[src/rtl/tapper_lane_engine.sv]
// tapper_lane_engine
// Game-state engine for the bar-tapper game. Each of NUM_LANES lanes holds one
// cup sliding left from the bartender and one customer walking right from the
// spawn point. The engine resolves hits, misses, score and lives, and runs the
// IDLE / PLAY / OVER game FSM.
//
// Ports:
//   clk          system clock
//   rst          asynchronous active-low reset
//   start        one-cycle pulse, starts a new game from IDLE or OVER
//   throw_valid  one-cycle pulse, throws a cup into throw_lane
//   throw_lane   lane index of the throw
//   cup_x        cup x per lane, lane i at [i*X_WIDTH +: X_WIDTH]
//   cup_active   cup i is sliding
//   cust_x       customer x per lane, same packing as cup_x
//   hit          one-cycle pulse per lane when a cup reaches its customer
//   miss         one-cycle pulse per lane when a customer reaches the bar
//   score        hits this game, saturating at 255
//   lives        remaining lives
//   playing      FSM is in PLAY
//   game_over    FSM is in OVER
module tapper_lane_engine #(
    parameter int NUM_LANES  = 4,
    parameter int LANE_W     = 2,
    parameter int X_WIDTH    = 10,
    parameter int PLAYER_X   = 400,
    parameter int CUS_MIN_X  = 60,
    parameter int CUP_W      = 20,
    parameter int CUST_W     = 20,
    parameter int CUP_DELAY  = 1000000,
    parameter int CUST_DELAY = 4000000,
    parameter int CUP_STEP   = 1,
    parameter int CUST_STEP  = 1,
    parameter int LIVES      = 3
) (
    input  logic                         clk,
    input  logic                         rst,
    input  logic                         start,
    input  logic                         throw_valid,
    input  logic [LANE_W-1:0]            throw_lane,
    output logic [NUM_LANES*X_WIDTH-1:0] cup_x,
    output logic [NUM_LANES-1:0]         cup_active,
    output logic [NUM_LANES*X_WIDTH-1:0] cust_x,
    output logic [NUM_LANES-1:0]         hit,
    output logic [NUM_LANES-1:0]         miss,
    output logic [7:0]                   score,
    output logic [2:0]                   lives,
    output logic                         playing,
    output logic                         game_over
);

    typedef enum logic [1:0] {S_IDLE = 2'd0, S_PLAY = 2'd1, S_OVER = 2'd2} state_t;

    localparam int CUP_CW  = (CUP_DELAY  > 1) ? $clog2(CUP_DELAY)  : 1;
    localparam int CUST_CW = (CUST_DELAY > 1) ? $clog2(CUST_DELAY) : 1;

    localparam logic [X_WIDTH-1:0] LAUNCH_X    = X_WIDTH'(PLAYER_X - CUP_W);
    localparam logic [X_WIDTH-1:0] SPAWN_X     = X_WIDTH'(CUS_MIN_X);
    localparam logic [X_WIDTH-1:0] CUP_STEP_X  = X_WIDTH'(CUP_STEP);
    localparam logic [X_WIDTH-1:0] CUST_STEP_X = X_WIDTH'(CUST_STEP);
    localparam logic [X_WIDTH:0]   CUP_STEP_E  = (X_WIDTH+1)'(CUP_STEP);
    localparam logic [X_WIDTH:0]   CUST_W_E    = (X_WIDTH+1)'(CUST_W);
    localparam logic [X_WIDTH:0]   PLAYER_X_E  = (X_WIDTH+1)'(PLAYER_X);
    localparam logic [CUP_CW-1:0]  CUP_LAST    = CUP_CW'(CUP_DELAY - 1);
    localparam logic [CUST_CW-1:0] CUST_LAST   = CUST_CW'(CUST_DELAY - 1);
    localparam logic [CUP_CW-1:0]  CUP_ONE     = CUP_CW'(1);
    localparam logic [CUST_CW-1:0] CUST_ONE    = CUST_CW'(1);
    localparam logic [2:0]         LIVES_INIT  = 3'(LIVES);

    // Number of set bits in a per-lane vector (NUM_LANES <= 8 fits in 4 bits).
    function automatic logic [3:0] count_ones(input logic [NUM_LANES-1:0] v);
        logic [3:0] n;
        n = 4'd0;
        for (int i = 0; i < NUM_LANES; i++) begin
            n = n + {3'd0, v[i]};
        end
        return n;
    endfunction

    // Cup has reached the customer's right edge; one extra bit so the sum never wraps.
    function automatic logic cup_at_cust(input logic [X_WIDTH-1:0] cup, input logic [X_WIDTH-1:0] cust);
        return ({1'b0, cup} <= ({1'b0, cust} + CUST_W_E));
    endfunction

    // Customer's right edge has reached the bartender.
    function automatic logic cust_at_bar(input logic [X_WIDTH-1:0] cust);
        return (({1'b0, cust} + CUST_W_E) >= PLAYER_X_E);
    endfunction

    state_t                         state_r, state_nxt_s;
    logic [NUM_LANES*X_WIDTH-1:0]   cup_x_r, cup_x_nxt_s;
    logic [NUM_LANES*X_WIDTH-1:0]   cust_x_r, cust_x_nxt_s;
    logic [NUM_LANES-1:0]           cup_active_r, cup_act_nxt_s;
    logic [NUM_LANES-1:0]           hit_r, hit_nxt_s, miss_r, miss_nxt_s;
    logic [7:0]                     score_r, score_nxt_s;
    logic [2:0]                     lives_r, lives_nxt_s, lives_left_s;
    logic                           playing_r, game_over_r;
    logic [CUP_CW-1:0]              cup_cnt_r, cup_cnt_nxt_s;
    logic [CUST_CW-1:0]             cust_cnt_r, cust_cnt_nxt_s;
    logic                           cup_tick_s, cust_tick_s;
    logic [NUM_LANES-1:0]           hit_det_s, miss_det_s, throw_s;
    logic [8:0]                     score_sum_s;
    logic [3:0]                     miss_cnt_s;

    // Per-lane event detection from the registered positions.
    always_comb begin
        hit_det_s  = '0;
        miss_det_s = '0;
        throw_s    = '0;
        for (int i = 0; i < NUM_LANES; i++) begin
            hit_det_s[i]  = cup_active_r[i] && cup_at_cust(cup_x_r[i*X_WIDTH +: X_WIDTH], cust_x_r[i*X_WIDTH +: X_WIDTH]);
            miss_det_s[i] = !hit_det_s[i] && cust_at_bar(cust_x_r[i*X_WIDTH +: X_WIDTH]);
            // Lanes beyond NUM_LANES never match, so such throws fall away.
            throw_s[i]    = throw_valid && (int'(throw_lane) == i) && !cup_active_r[i];
        end
        cup_tick_s   = (cup_cnt_r == CUP_LAST);
        cust_tick_s  = (cust_cnt_r == CUST_LAST);
        score_sum_s  = {1'b0, score_r} + {5'd0, count_ones(hit_det_s)};
        miss_cnt_s   = count_ones(miss_det_s);
        lives_left_s = (miss_cnt_s >= {1'b0, lives_r}) ? 3'd0 : (lives_r - miss_cnt_s[2:0]);
    end

    // Game FSM next state plus all lane / score / lives updates.
    always_comb begin
        state_nxt_s    = state_r;
        cup_x_nxt_s    = cup_x_r;
        cup_act_nxt_s  = cup_active_r;
        cust_x_nxt_s   = cust_x_r;
        hit_nxt_s      = '0;
        miss_nxt_s     = '0;
        score_nxt_s    = score_r;
        lives_nxt_s    = lives_r;
        cup_cnt_nxt_s  = cup_cnt_r;
        cust_cnt_nxt_s = cust_cnt_r;
        case (state_r)
            S_IDLE, S_OVER: begin
                if (start) begin
                    state_nxt_s    = S_PLAY;
                    cup_x_nxt_s    = {NUM_LANES{LAUNCH_X}};
                    cup_act_nxt_s  = '0;
                    cust_x_nxt_s   = {NUM_LANES{SPAWN_X}};
                    score_nxt_s    = 8'd0;
                    lives_nxt_s    = LIVES_INIT;
                    cup_cnt_nxt_s  = '0;
                    cust_cnt_nxt_s = '0;
                end else begin
                    state_nxt_s = state_r;
                end
            end
            S_PLAY: begin
                cup_cnt_nxt_s  = cup_tick_s  ? '0 : (cup_cnt_r + CUP_ONE);
                cust_cnt_nxt_s = cust_tick_s ? '0 : (cust_cnt_r + CUST_ONE);
                for (int i = 0; i < NUM_LANES; i++) begin
                    if (hit_det_s[i]) begin
                        // Hit wins the lane: a same-cycle throw is dropped (cup still active).
                        cup_act_nxt_s[i]                   = 1'b0;
                        cup_x_nxt_s[i*X_WIDTH +: X_WIDTH]  = LAUNCH_X;
                        cust_x_nxt_s[i*X_WIDTH +: X_WIDTH] = SPAWN_X;
                    end else begin
                        if (miss_det_s[i]) begin
                            cust_x_nxt_s[i*X_WIDTH +: X_WIDTH] = SPAWN_X;
                        end else if (cust_tick_s) begin
                            cust_x_nxt_s[i*X_WIDTH +: X_WIDTH] = cust_x_r[i*X_WIDTH +: X_WIDTH] + CUST_STEP_X;
                        end else begin
                            cust_x_nxt_s[i*X_WIDTH +: X_WIDTH] = cust_x_r[i*X_WIDTH +: X_WIDTH];
                        end
                        if (throw_s[i]) begin
                            cup_act_nxt_s[i]                  = 1'b1;
                            cup_x_nxt_s[i*X_WIDTH +: X_WIDTH] = LAUNCH_X;
                        end else if (cup_active_r[i] && cup_tick_s) begin
                            // Slide left, floored at zero.
                            cup_x_nxt_s[i*X_WIDTH +: X_WIDTH] =
                                ({1'b0, cup_x_r[i*X_WIDTH +: X_WIDTH]} >= CUP_STEP_E) ?
                                (cup_x_r[i*X_WIDTH +: X_WIDTH] - CUP_STEP_X) : '0;
                        end else begin
                            cup_x_nxt_s[i*X_WIDTH +: X_WIDTH] = cup_x_r[i*X_WIDTH +: X_WIDTH];
                        end
                    end
                end
                hit_nxt_s   = hit_det_s;
                miss_nxt_s  = miss_det_s;
                score_nxt_s = score_sum_s[8] ? 8'hFF : score_sum_s[7:0];
                lives_nxt_s = lives_left_s;
                if (lives_left_s == 3'd0) begin
                    state_nxt_s = S_OVER;
                end else begin
                    state_nxt_s = S_PLAY;
                end
            end
            default: begin
                state_nxt_s = S_IDLE;
            end
        endcase
    end

    // State and output registers.
    always_ff @(posedge clk or negedge rst) begin
        if (!rst) begin
            state_r      <= S_IDLE;
            cup_x_r      <= {NUM_LANES{LAUNCH_X}};
            cup_active_r <= '0;
            cust_x_r     <= {NUM_LANES{SPAWN_X}};
            hit_r        <= '0;
            miss_r       <= '0;
            score_r      <= 8'd0;
            lives_r      <= LIVES_INIT;
            playing_r    <= 1'b0;
            game_over_r  <= 1'b0;
            cup_cnt_r    <= '0;
            cust_cnt_r   <= '0;
        end else begin
            state_r      <= state_nxt_s;
            cup_x_r      <= cup_x_nxt_s;
            cup_active_r <= cup_act_nxt_s;
            cust_x_r     <= cust_x_nxt_s;
            hit_r        <= hit_nxt_s;
            miss_r       <= miss_nxt_s;
            score_r      <= score_nxt_s;
            lives_r      <= lives_nxt_s;
            playing_r    <= (state_nxt_s == S_PLAY);
            game_over_r  <= (state_nxt_s == S_OVER);
            cup_cnt_r    <= cup_cnt_nxt_s;
            cust_cnt_r   <= cust_cnt_nxt_s;
        end
    end

    assign cup_x      = cup_x_r;
    assign cup_active = cup_active_r;
    assign cust_x     = cust_x_r;
    assign hit        = hit_r;
    assign miss       = miss_r;
    assign score      = score_r;
    assign lives      = lives_r;
    assign playing    = playing_r;
    assign game_over  = game_over_r;

endmodule

[config.mk]
export PLATFORM = sky130hd
export DESIGN_NAME = tapper_lane_engine
export DESIGN_NICKNAME = d
export VERILOG_FILES = /design/src/rtl/tapper_lane_engine.sv
export SDC_FILE = /design/constraint.sdc
export NUM_CORES = 1
export LEC_CHECK = 0
export ABC_CLOCK_PERIOD_IN_PS = 6400
export BUFFER_PORTS_ARGS = -buffer_cell sky130_fd_sc_hd__buf_4
export CAP_MARGIN = 20
export CORE_AREA = 2 2 163 165
export DETAILED_ROUTE_END_ITERATION = 16
export DIE_AREA = 0 0 165 167
export PLACE_DENSITY = 0.66
export SLEW_MARGIN = 10
export SYNTH_ARGS = -nofsm -noshare
export SYNTH_HDL_FRONTEND = slang
export SYNTH_SLANG_ARGS = --single-unit
export TNS_END_PERCENT = 5
[constraint.sdc]
create_clock -name clk -period 6.4 [get_ports clk]
set_input_delay 0.32 -clock clk [delete_from_list [all_inputs] [get_ports clk]]
set_output_delay 0.32 -clock clk [all_outputs]
set_load 0.02 [all_outputs]
Word-level counts from Yosys, hierarchy flattened --
Cells that the tools add are included.
Storage, ports and cells: flip-flop bits (word level) 149, bits of input ports 6, output and inout port bits 105, word-level logic and storage cells 183
Cells by class: add/subtract/negate cells 22, order comparisons 13, equality and inequality tests 22, muxes and demuxes 59, reduce and logical (&&, ||, !) cells 46
Operators by type and width (number):
- 10-bit 2-to-1 mux | 28
- 40-bit case mux with 2 select lines | 2
- 40-bit 2-to-1 mux | 2
- 10-bit by 5-bit adder with 11-bit output (second input constant) | 4
- 11-bit by 9-bit greater-or-equal comparator with 1-bit output (second input constant) | 4
- 10-bit by 11-bit <= comparator with 1-bit output | 4
- 22-bit 2-to-1 mux | 2
- 22-bit case mux with 2 select lines | 1
- 10-bit by 1-bit adder with 10-bit output (second input constant) | 4
- 10-bit by 1-bit greater-or-equal comparator with 1-bit output (second input constant) | 4
- 20-bit 2-to-1 mux | 2
- 20-bit case mux with 2 select lines | 1
- 10-bit by 1-bit subtractor with 10-bit output (second input constant) | 4
- 3-bit AND reduction | 12
- 4-bit != test (second input constant) | 8
- 22-bit by 1-bit adder with 22-bit output (second input constant) | 1
- 22-bit == test (second input constant) | 1
- 20-bit by 1-bit adder with 20-bit output (second input constant) | 1
- 20-bit == test (second input constant) | 1
- 1-bit logical AND | 20
- 8-bit 2-to-1 mux | 2
- 8-bit case mux with 2 select lines | 1
- 4-bit 2-to-1 mux | 3
- 3-bit != test (second input constant) | 4
- 21 further kinds | 46

Logic depth before layout (Yosys ltp) --
Gate-level depths: netlist of run 1.
word-level depth 14, mapped depth 21, gate-level depth less buffers 20

Worst setup path before layout of run 1 --
OpenSTA, ideal clock, no wires.
path type register -> register, from register cust_x_r[3], in the netlist cust_x[3], to register playing_r, in the netlist playing, arrival time 4.620 ns, required time 6.282 ns, path slack 1.662 ns, stages on the path, launching flop included 21, buffers on the path 1, period minus slack after synthesis 4.738 ns, cell sequence dfstp_2 > ha_1 > clkbuf_1 > o2111ai_1 > xor2_1 > ha_1 > a22o_1 > nor4_1 > o21ai_0 > o211ai_1 > nand2_1 > inv_1 > nor2_1 > fa_1 > ha_1 > ha_1 > inv_1 > fa_1 > xor2_1 > o31a_1 > a21o_1
Between the ends: cells in the longest elaborated chain, start to end 14
Ends and longest elaborated chain:
- start: declaration | RTL line 92 | logic [NUM_LANES*X_WIDTH-1:0] cust_x_r, cust_x_nxt_s;
- start signal: assignment | RTL line 202 | cust_x_r <= {NUM_LANES{SPAWN_X}};
- start signal: assignment | RTL line 215 | cust_x_r <= cust_x_nxt_s;
- 10-bit by 5-bit adder with 11-bit output (*) | RTL line 82, 87
- 10-bit by 11-bit <= comparator with 1-bit output | RTL line 82 | return ({1'b0, cup} <= ({1'b0, cust} + CUST_W_E));
- 1-bit logical AND | RTL line 111 | hit_det_s[i] = cup_active_r[i] && cup_at_cust(cup_x_r[i*X_WIDTH +: X_WIDTH], cust_x_r[i*X_WIDTH +: X_WIDTH]);
- 1-bit zero test | RTL line 112 | miss_det_s[i] = !hit_det_s[i] && cust_at_bar(cust_x_r[i*X_WIDTH +: X_WIDTH]);
- 1-bit logical AND (*) | RTL line 112
- 1-bit by 1-bit adder with 2-bit output (*) | RTL line 75 | n = n + {3'd0, v[i]};
- 2-bit by 1-bit adder with 3-bit output (*) | RTL line 75
- 3-bit by 1-bit adder with 4-bit output (*) | RTL line 75
- 4-bit by 3-bit greater-or-equal comparator with 1-bit output or 3-bit subtractor (tied branches) | RTL line 120 | lives_left_s = (miss_cnt_s >= {1'b0, lives_r}) ? 3'd0 : (lives_r - miss_cnt_s[2:0]);
- 3-bit 2-to-1 mux (*) | RTL line 120
- 3-bit zero test (*) | RTL line 184 | if (lives_left_s == 3'd0) begin
- 2-bit 2-to-1 mux (*) | RTL line 184
- 2-bit case mux with 2 select lines (*) | RTL line 135 | case (state_r)
- 2-bit by 1-bit == test with 1-bit output (*) | RTL line 220 | playing_r <= (state_nxt_s == S_PLAY);
- end signal: assignment | RTL line 220
- end: declaration | RTL line 97 | logic playing_r, game_over_r;
Every way passes the cells marked *; elsewhere a longest branch is shown, timed or not. A chain may end at the register's enable or synchronous reset.

Worst setup path in the final report of run 1 --
from register cust_x_r[2], in the netlist cust_x[2], to register game_over_r, in the netlist game_over
Between the ends: cells in the longest elaborated chain, start to end 14
Ends and longest elaborated chain:
- 10-bit by 5-bit adder with 11-bit output (*) | RTL line 82, 87
- 10-bit by 11-bit <= comparator with 1-bit output | RTL line 82
- 1-bit logical AND | RTL line 111
- 1-bit zero test | RTL line 112
- 1-bit logical AND (*) | RTL line 112
- 1-bit by 1-bit adder with 2-bit output (*) | RTL line 75
- 2-bit by 1-bit adder with 3-bit output (*) | RTL line 75
- 3-bit by 1-bit adder with 4-bit output (*) | RTL line 75
- 4-bit by 3-bit greater-or-equal comparator with 1-bit output or 3-bit subtractor (tied branches) | RTL line 120
- 3-bit 2-to-1 mux (*) | RTL line 120
- 3-bit zero test (*) | RTL line 184
- 2-bit 2-to-1 mux (*) | RTL line 184
- 2-bit case mux with 2 select lines (*) | RTL line 135
- 2-bit == test (*) | RTL line 221 | game_over_r <= (state_nxt_s == S_OVER);
- end signal: assignment | RTL line 221
- end: declaration | RTL line 97
Marked as above.

==> impl_metrics.yaml, run 1 <==
status:
  outcome: "complete, no violations"
sta:
  maxSlewHeadroom: 0.316
  slew_viol_final: 0
  fin_skew_ps: 12.4
  rsz0062_at_grt: "false"
  period_share: 0.800
  worstMarginPinSlew_ps: 1020
  fmax_mhz: 195
  finalCriticalPeriod_ps: 5120
  finalSetupTns_ps: 0
  setup_viol: 0
  hold_viol: 0
drt:
  wl_um: 27200
  ant_nets: 0
  drt_pre_antenna_iters: 5
  dr.first_iter.drc_count: 875
  wl_met3_um: 1150
  drt-met1-wl_um: 12500
  wl_met2_um: 13100
  route.detailed.drc: 0
  viasPerCell: 5.64
  vias: 9248
  highest_layer: "met4"
  wl_per_cell_um: 16.6
floorplan:
  start_util: 0.397
  die-area_mm2: 0.0276
  die_w_um: 165
  core_mm2: 0.0258
  die_h_um: 167
  ios: 111
  rows: 59
clock_network:
  postCtsSetupBuffers: 0
  htreeDepth: 4
  clk_latency_ps: 430
  numCtsBuffers: 17
  cts_resized: 0
  cts_root_buffer: "clkbuf_16"
  path_clk_slew_ps: 60
  cts_tree: "done"
  clkSinkCount: 149
  clk_path_buf_depth: 2
cells_and_area:
  diodes: 0
  drive_gt1_frac: 0.170
  final-seq-area_mm2: 0.00378
  areaGrowthSynthToFinish_pct: 17.2
  post-route-util: 0.465
  multi_input_area_mm2: 0.00599
  nFillCells: 2489
  final_cells: 1639
  final_nets: 1374
global_routing:
  grt_pass1_wl_um: 44700
  grtUsageTotal: 0.201
  grt_pass1_vias: 8679
  gr-total-overflow: 0
  antenna_found_initial: 0
  grt_start_max_net_pins: 84
power_and_ir_drop:
  finalPower_w: 0.00414
  ir_drop_mv: 0.271
  powerDensity_mw_per_mm2: 346
  leakage_nw: 5.05
synth:
  synth-async-reset-ratio: 1.00
  synth_edf_count: 0
  ys_types: 78
  synth.avg_cell_area_um2: 8.46
  yosysSeqAreaShare: 0.370
  syn_area_mm2: 0.0102
  syn_nets: 1291
  synth_seq_cells: 149
  yosysWarnings: 0
  netlist_instances: 1208
  synth_ff_type: "dfrtp_1"
worst_setup_path:
  worstPathMaxFanout: 12
  worst_setup_path_start_kind: "flip-flop"
  worstPathArrival_ps: 5410
  critPathCaptureType: "flip-flop"
  path_class: "reg -> reg"
  crit_required_ps: 6690
min_path:
  hold_class: "in -> reg"
placed_design:
  port_buffers: 110
  dp.final_hpwl_um: 19200
  dp.cells: 1606
  routabilityCongestion: 0.874
job:
  drv_cap: 0
[synth_stat cells, types with 16 or more instances]
master | number | area [µm²]
a21o_1 | 17 | 128
a21oi_1 | 59 | 295
a31oi_1 | 16 | 100
and3_1 | 17 | 106
clkbuf_1 | 39 | 146
dfrtp_1 | 107 | 2680
dfstp_2 | 42 | 1100
ha_1 | 72 | 901
inv_1 | 63 | 236
nand2_1 | 152 | 571
nand3_1 | 42 | 210
nand4_1 | 31 | 194
nor2_1 | 102 | 383
nor3_1 | 36 | 180
o21ai_0 | 121 | 606
o31ai_1 | 18 | 135
xnor2_1 | 17 | 149
xor2_1 | 25 | 219
[worst max-delay path: stages, from the launching register on]
cell,delay (ps)
dfstp_2,660
ha_1,330
o2111ai_1,160
xor2_1,200
ha_1,330
a22o_1,240
nor4_1,160
o21ai_0,160
o211ai_1,320
nand2_1,140
inv_1,140
nor2_1,70
fa_1,460
ha_1,200
ha_1,290
ha_1,270
a21o_1,150
a21oi_1,320
o31a_1,280
o22ai_1,100
[layout make-up]
class                           count  share of cell area
Multi-Input combinational cell    938               0.500
Sequential cell                   149               0.316
Timing Repair Buffer              122              0.0770
Clock buffer                       23              0.0382
Tap cell                          335              0.0350
Inverter                           63              0.0197
Clock inverter                      9              0.0146
[worst paths after layout]
kind,endpoint,slack [ps],depth (start not counted),start
max,game_over$_DFF_PN0_,1280,19,cust_x[2]$_DFFE_PN1P_
min,state_r[1]$_DFF_PN0_,210,3,start
max reg2reg,game_over$_DFF_PN0_,1280,19,cust_x[2]$_DFFE_PN1P_
min reg2reg,cust_cnt_r[5]$_DFFE_PN0P_,500,1,cust_cnt_r[5]$_DFFE_PN0P_
max in group asynchronous,score[1]$_DFFE_PN0P_,4500,3,rst
min in group asynchronous,cup_x[10]$_DFFE_PN0P_,530,2,rst
[placed cells by master (no fill, tap or decap), drive strengths merged, types with 5 or more instances in the layout]
master,instances
a211oi,9
a21o,17
a21oi,60
a22o,9
a31oi,17
and2,14
and3,17
buf,121
bufinv,5
clkbuf,23
dfrtp,107
dfstp,42
fa,5
ha,72
inv,63
nand2,153
nand2b,15
nand3,42
nand4,31
nor2,103
nor2b,7
nor3,37
nor4,16
nor4b,7
o21a,8
o21ai,122
o22ai,8
o31ai,18
o41ai,12
or2,7
or3,15
xnor2,17
xor2,25
[cell families (layout without fill, tap and decap cells)]
family	after synthesis	after routing	synth area share
buffers and inverters	121	217	0.0460
multiplexers	8	8	0.00833
AO/OA/AOI/OAI	320	320	0.200
flip-flops	149	149	0.370
adder cells (fa/ha/maj)	77	77	0.0979
XOR/XNOR	43	43	0.0382
AND/OR/NAND/NOR	490	490	0.239
[layer usage]
metal / global-route usage / up-vias
met5: 0 / -
met4: 0.0571 / 0
met3: 0.0356 / 27
met2: 0.327 / 218
met1: 0.273 / 4496
li1: - / 4507
[registers in the layout (all words and copies together), names as in the netlist]
signal,cells
cup_cnt_r,20
lives,3
miss,4
cust_cnt_r,22
game_over,1
cup_x,40
playing,1
hit,4
cup_active,4
cust_x,40
score,8
state_r,2
[through the flow]
stage / hold WS (ps) / cell area (µm²) / setup slack (ps)
6_report: 209 / 12000 / 1280
5_1_grt: 227 / 12000 / 925
4_1_cts: 203 / 12000 / 1330
3_5_place_dp: 444 / 11300 / 1370
3_3_place_gp: 440 / 11300 / 1510
2_1_floorplan: 24.4 / 10200 / 1660
[power breakdown]
group          leakage, nW  switching (W)  internal [W]
Sequential            1.90       0.000211       0.00109
Combinational         2.85        0.00114      0.000595
Clock                0.301       0.000404      0.000701
[what timing repair did]
action,in CTS,in global routing
setup endpoints to repair,0,0
hold buffers,1,0
endpoints found under the hold margin,31,0
(Power assumes the default switching activity.)
==> run 2, diff against run 1 <==
--- a/config.mk
+++ b/config.mk
@@ -5,13 +5,14 @@
 export SDC_FILE = /design/constraint.sdc
 export NUM_CORES = 1
 export LEC_CHECK = 0
-export ABC_CLOCK_PERIOD_IN_PS = 6400
+export ABC_AREA = 1
+export ABC_CLOCK_PERIOD_IN_PS = 4750
 export BUFFER_PORTS_ARGS = -buffer_cell sky130_fd_sc_hd__buf_4
 export CAP_MARGIN = 20
-export CORE_AREA = 2 2 163 165
+export CORE_AREA = 2 2 168 170
 export DETAILED_ROUTE_END_ITERATION = 16
-export DIE_AREA = 0 0 165 167
-export PLACE_DENSITY = 0.66
+export DIE_AREA = 0 0 170 172
+export PLACE_DENSITY = 0.65
 export SLEW_MARGIN = 10
 export SYNTH_ARGS = -nofsm -noshare
 export SYNTH_HDL_FRONTEND = slang
==> constraint.sdc (replaced) <==
create_clock -name clk -period 4.75 [get_ports clk]
set_input_delay 0.2375 -clock clk [delete_from_list [all_inputs] [get_ports clk]]
set_output_delay 0.2375 -clock clk [all_outputs]
set_load 0.02 [all_outputs]
==> run 2 against run 1 <==
Hold slack worse by 200 ps. Worst setup slack worse by 1100 ps. Maximum frequency up 13%. Cell count up 19%. Cell area up 5.3%. Largest cell class unchanged.
==> impl_metrics.yaml, run 2 <==
placed_design:
  routabilityCongestion: 0.898
  port_buffers: 110
  dp.cells: 1919
  dp.final_hpwl_um: 20900
  preCtsSetupSlack_ps: 278
  place_area_mm2: 0.0120
drt:
  ant_nets: 0
  drt_pre_antenna_iters: 5
  wl_um: 29200
  dr.first_iter.drc_count: 614
  wl_per_cell_um: 14.9
  route.detailed.drc: 0
  viasPerCell: 5.24
  vias: 10200
power_and_ir_drop:
  p_sw_w: 0.00474
  swShare: 0.508
  sequentialPowerShare: 0.283
  clkPwrFrac: 0.139
  p_int_w: 0.00459
  leakage_nw: 6.19
  pwr-share-comb: 0.578
  ir_drop_mv: 0.323
  powerDensity_mw_per_mm2: 740
  finalPower_w: 0.00933
sta:
  fin_ws_ps: 202
  fmax_mhz: 220
  setup_viol: 0
  hold_viol: 0
  fin_skew_ps: 12.4
  finalCriticalPeriod_ps: 4550
  rsz0062_at_grt: "true"
  period_share: 0.958
  finalSetupTns_ps: 0
  slew_viol_final: 0
  maxSlewHeadroom: 0.421
  worstMarginPinSlew_ps: 868
clock_network:
  cts_tree: "done"
  clkSinkCount: 149
  cts_root_buffer: "clkbuf_16"
  path_clk_slew_ps: 70
  numCtsBuffers: 17
  clk_path_buf_depth: 2
  clk_latency_ps: 440
  htreeDepth: 4
worst_setup_path:
  worstPathMaxFanout: 5
  critPathCaptureType: "flip-flop"
  critPathSlowestCell: "dfstp_2"
  max_stage_delay_ps: 570
  worst_setup_path_start_kind: "flip-flop"
  worstPathArrival_ps: 4830
  path_class: "reg -> reg"
  ff2ff_setup_slack_ps: 200
  cpMostUsedCell: "ha_1"
  crit_required_ps: 5030
global_routing:
  grt_start_max_net_pins: 66
  antenna_found_initial: 1
  grt_pass1_vias: 9600
  grt_pass1_wl_um: 48200
  grtUsageTotal: 0.204
  gr-total-overflow: 0
floorplan:
  rows: 61
  core_mm2: 0.0275
  ios: 111
  die_h_um: 172
  start_util: 0.393
  die-area_mm2: 0.0292
  die_w_um: 170
synth:
  synth-async-reset-ratio: 1.00
  syn_area_mm2: 0.0108
  synth_top_cell_area_share: 0.248
  synth.avg_cell_area_um2: 7.26
  synth_seq_cells: 149
  synth_edf_count: 0
  ys_types: 53
  yosysSeqAreaShare: 0.350
  synthTopCellsByArea: "dfrtp_1 25%, nand2_1 13%, dfstp_2 10%"
  yosysWarnings: 0
  syn_nets: 1571
  synth_ff_type: "dfrtp_1"
  synthTopCellsByCount: "362 x nand2_1, 177 x inv_1, 164 x nor2_1"
  yosysTopAreaCell: "dfrtp_1"
  netlist_instances: 1488
  synthMostInstantiatedCell: "nand2_1"
cells_and_area:
  final_nets: 1679
  final_cells: 1954
  drive_gt1_frac: 0.156
  stdcell_area_mm2: 0.0126
  diodes: 0
  layout_commonest_cell: "nand2_1"
  areaGrowthSynthToFinish_pct: 16.8
  layout_common_cells: "360 x nand2_1, 176 x inv_1, 161 x nor2_1"
min_path:
  hold_class: "in -> reg"
job:
  drv_cap: 0
status:
  outcome: "complete, no violations"
## run 2: cell types whose count changed in the layout (fill, tap and decap cells not counted), moves of 34 or more
cell,before,now
xor2_1,25,59
o21ai_0,121,69
nand2_1,152,360
nor2_1,101,161
nand3_1,42,130
inv_1,63,176
## run 2: final cells by class
class / count / area, µm²
Fill cell: 2738 / 14900
Multi-Input combinational cell: 1116 / 6190
Sequential cell: 149 / 3780
Timing Repair Buffer: 128 / 967
Inverter: 184 / 691
Clock buffer: 19 / 443
Tap cell: 346 / 433
Clock inverter: 12 / 109
## run 2: routing by layer
layer	routed length, µm	GRT usage	up-vias
li1	-	-	5091
met1	13800	0.273	4882
met2	13700	0.341	222
met3	1220	0.0325	39
met4	471	0.0591	0
met5	0	0	-
## run 2: final timing paths
path,startpoint,to,cells past startpoint
setup / recovery,cust_x[3]$_DFFE_PN1P_,state_r[1]$_DFF_PN0_,25
hold / removal,start,game_over$_DFF_PN0_,2
setup reg to reg,cust_x[3]$_DFFE_PN1P_,state_r[1]$_DFF_PN0_,25
hold reg to reg,cust_x[5]$_DFFE_PN1P_,cust_x[5]$_DFFE_PN1P_,2
max in group asynchronous,rst,cup_x[21]$_DFFE_PN0P_,3
min in group asynchronous,rst,cust_x[31]$_DFFE_PN0P_,2
## run 2: timing repair
item	in CTS	in global routing
endpoints found under the hold margin	32	0
endpoints found under the setup margin	0	11
setup buffers	0	3
hold buffers	1	0
resized for setup	0	16
## run 2: stage by stage
| stage | hold WS (ps) | utilization |
|---|---|---|
| after detailed placement | 141 | 0.436 |
| after floorplan | -58.1 | - |
| final | 13.1 | 0.459 |
| after global placement | 137 | 0.436 |
| after CTS | 5.30 | 0.456 |
| after global routing | 26.8 | 0.459 |
## run 2: worst max-delay path, delay by kind of cell, from the launching register on
kind                     cells  cell delay (ps)
AO/OA/AOI/OAI                5              560
XOR/XNOR                     1              180
adder cells (fa/ha/maj)      6             1730
buffers and inverters        3              240
flip-flops                   1              570
AND/OR/NAND/NOR             10             1120
## run 2: power groups by stage
stage / sequential [W] / combinational (W) / clock, W
final: 0.00264 / 0.00539 / 0.00130
after global routing: 0.00273 / 0.00612 / 0.00137
after CTS: 0.00263 / 0.00537 / 0.00131
after detailed placement: 0.00265 / 0.00533 / 0
after global placement: 0.00264 / 0.00521 / 0
after floorplan: 0.00282 / 0.00358 / 0
## run 2: logic make-up (layout without fill, tap and decap cells)
logic type                 Yosys count  after routing  synth area share
DFF                                149            149             0.350
and+or+nand+nor                    792            792             0.323
xor gates and xnor gates            76             76            0.0623
adders and majority gates           77             77            0.0927
buffers and inverters              223            343            0.0828
AOI/OAI and AO/OA                  171            171            0.0896
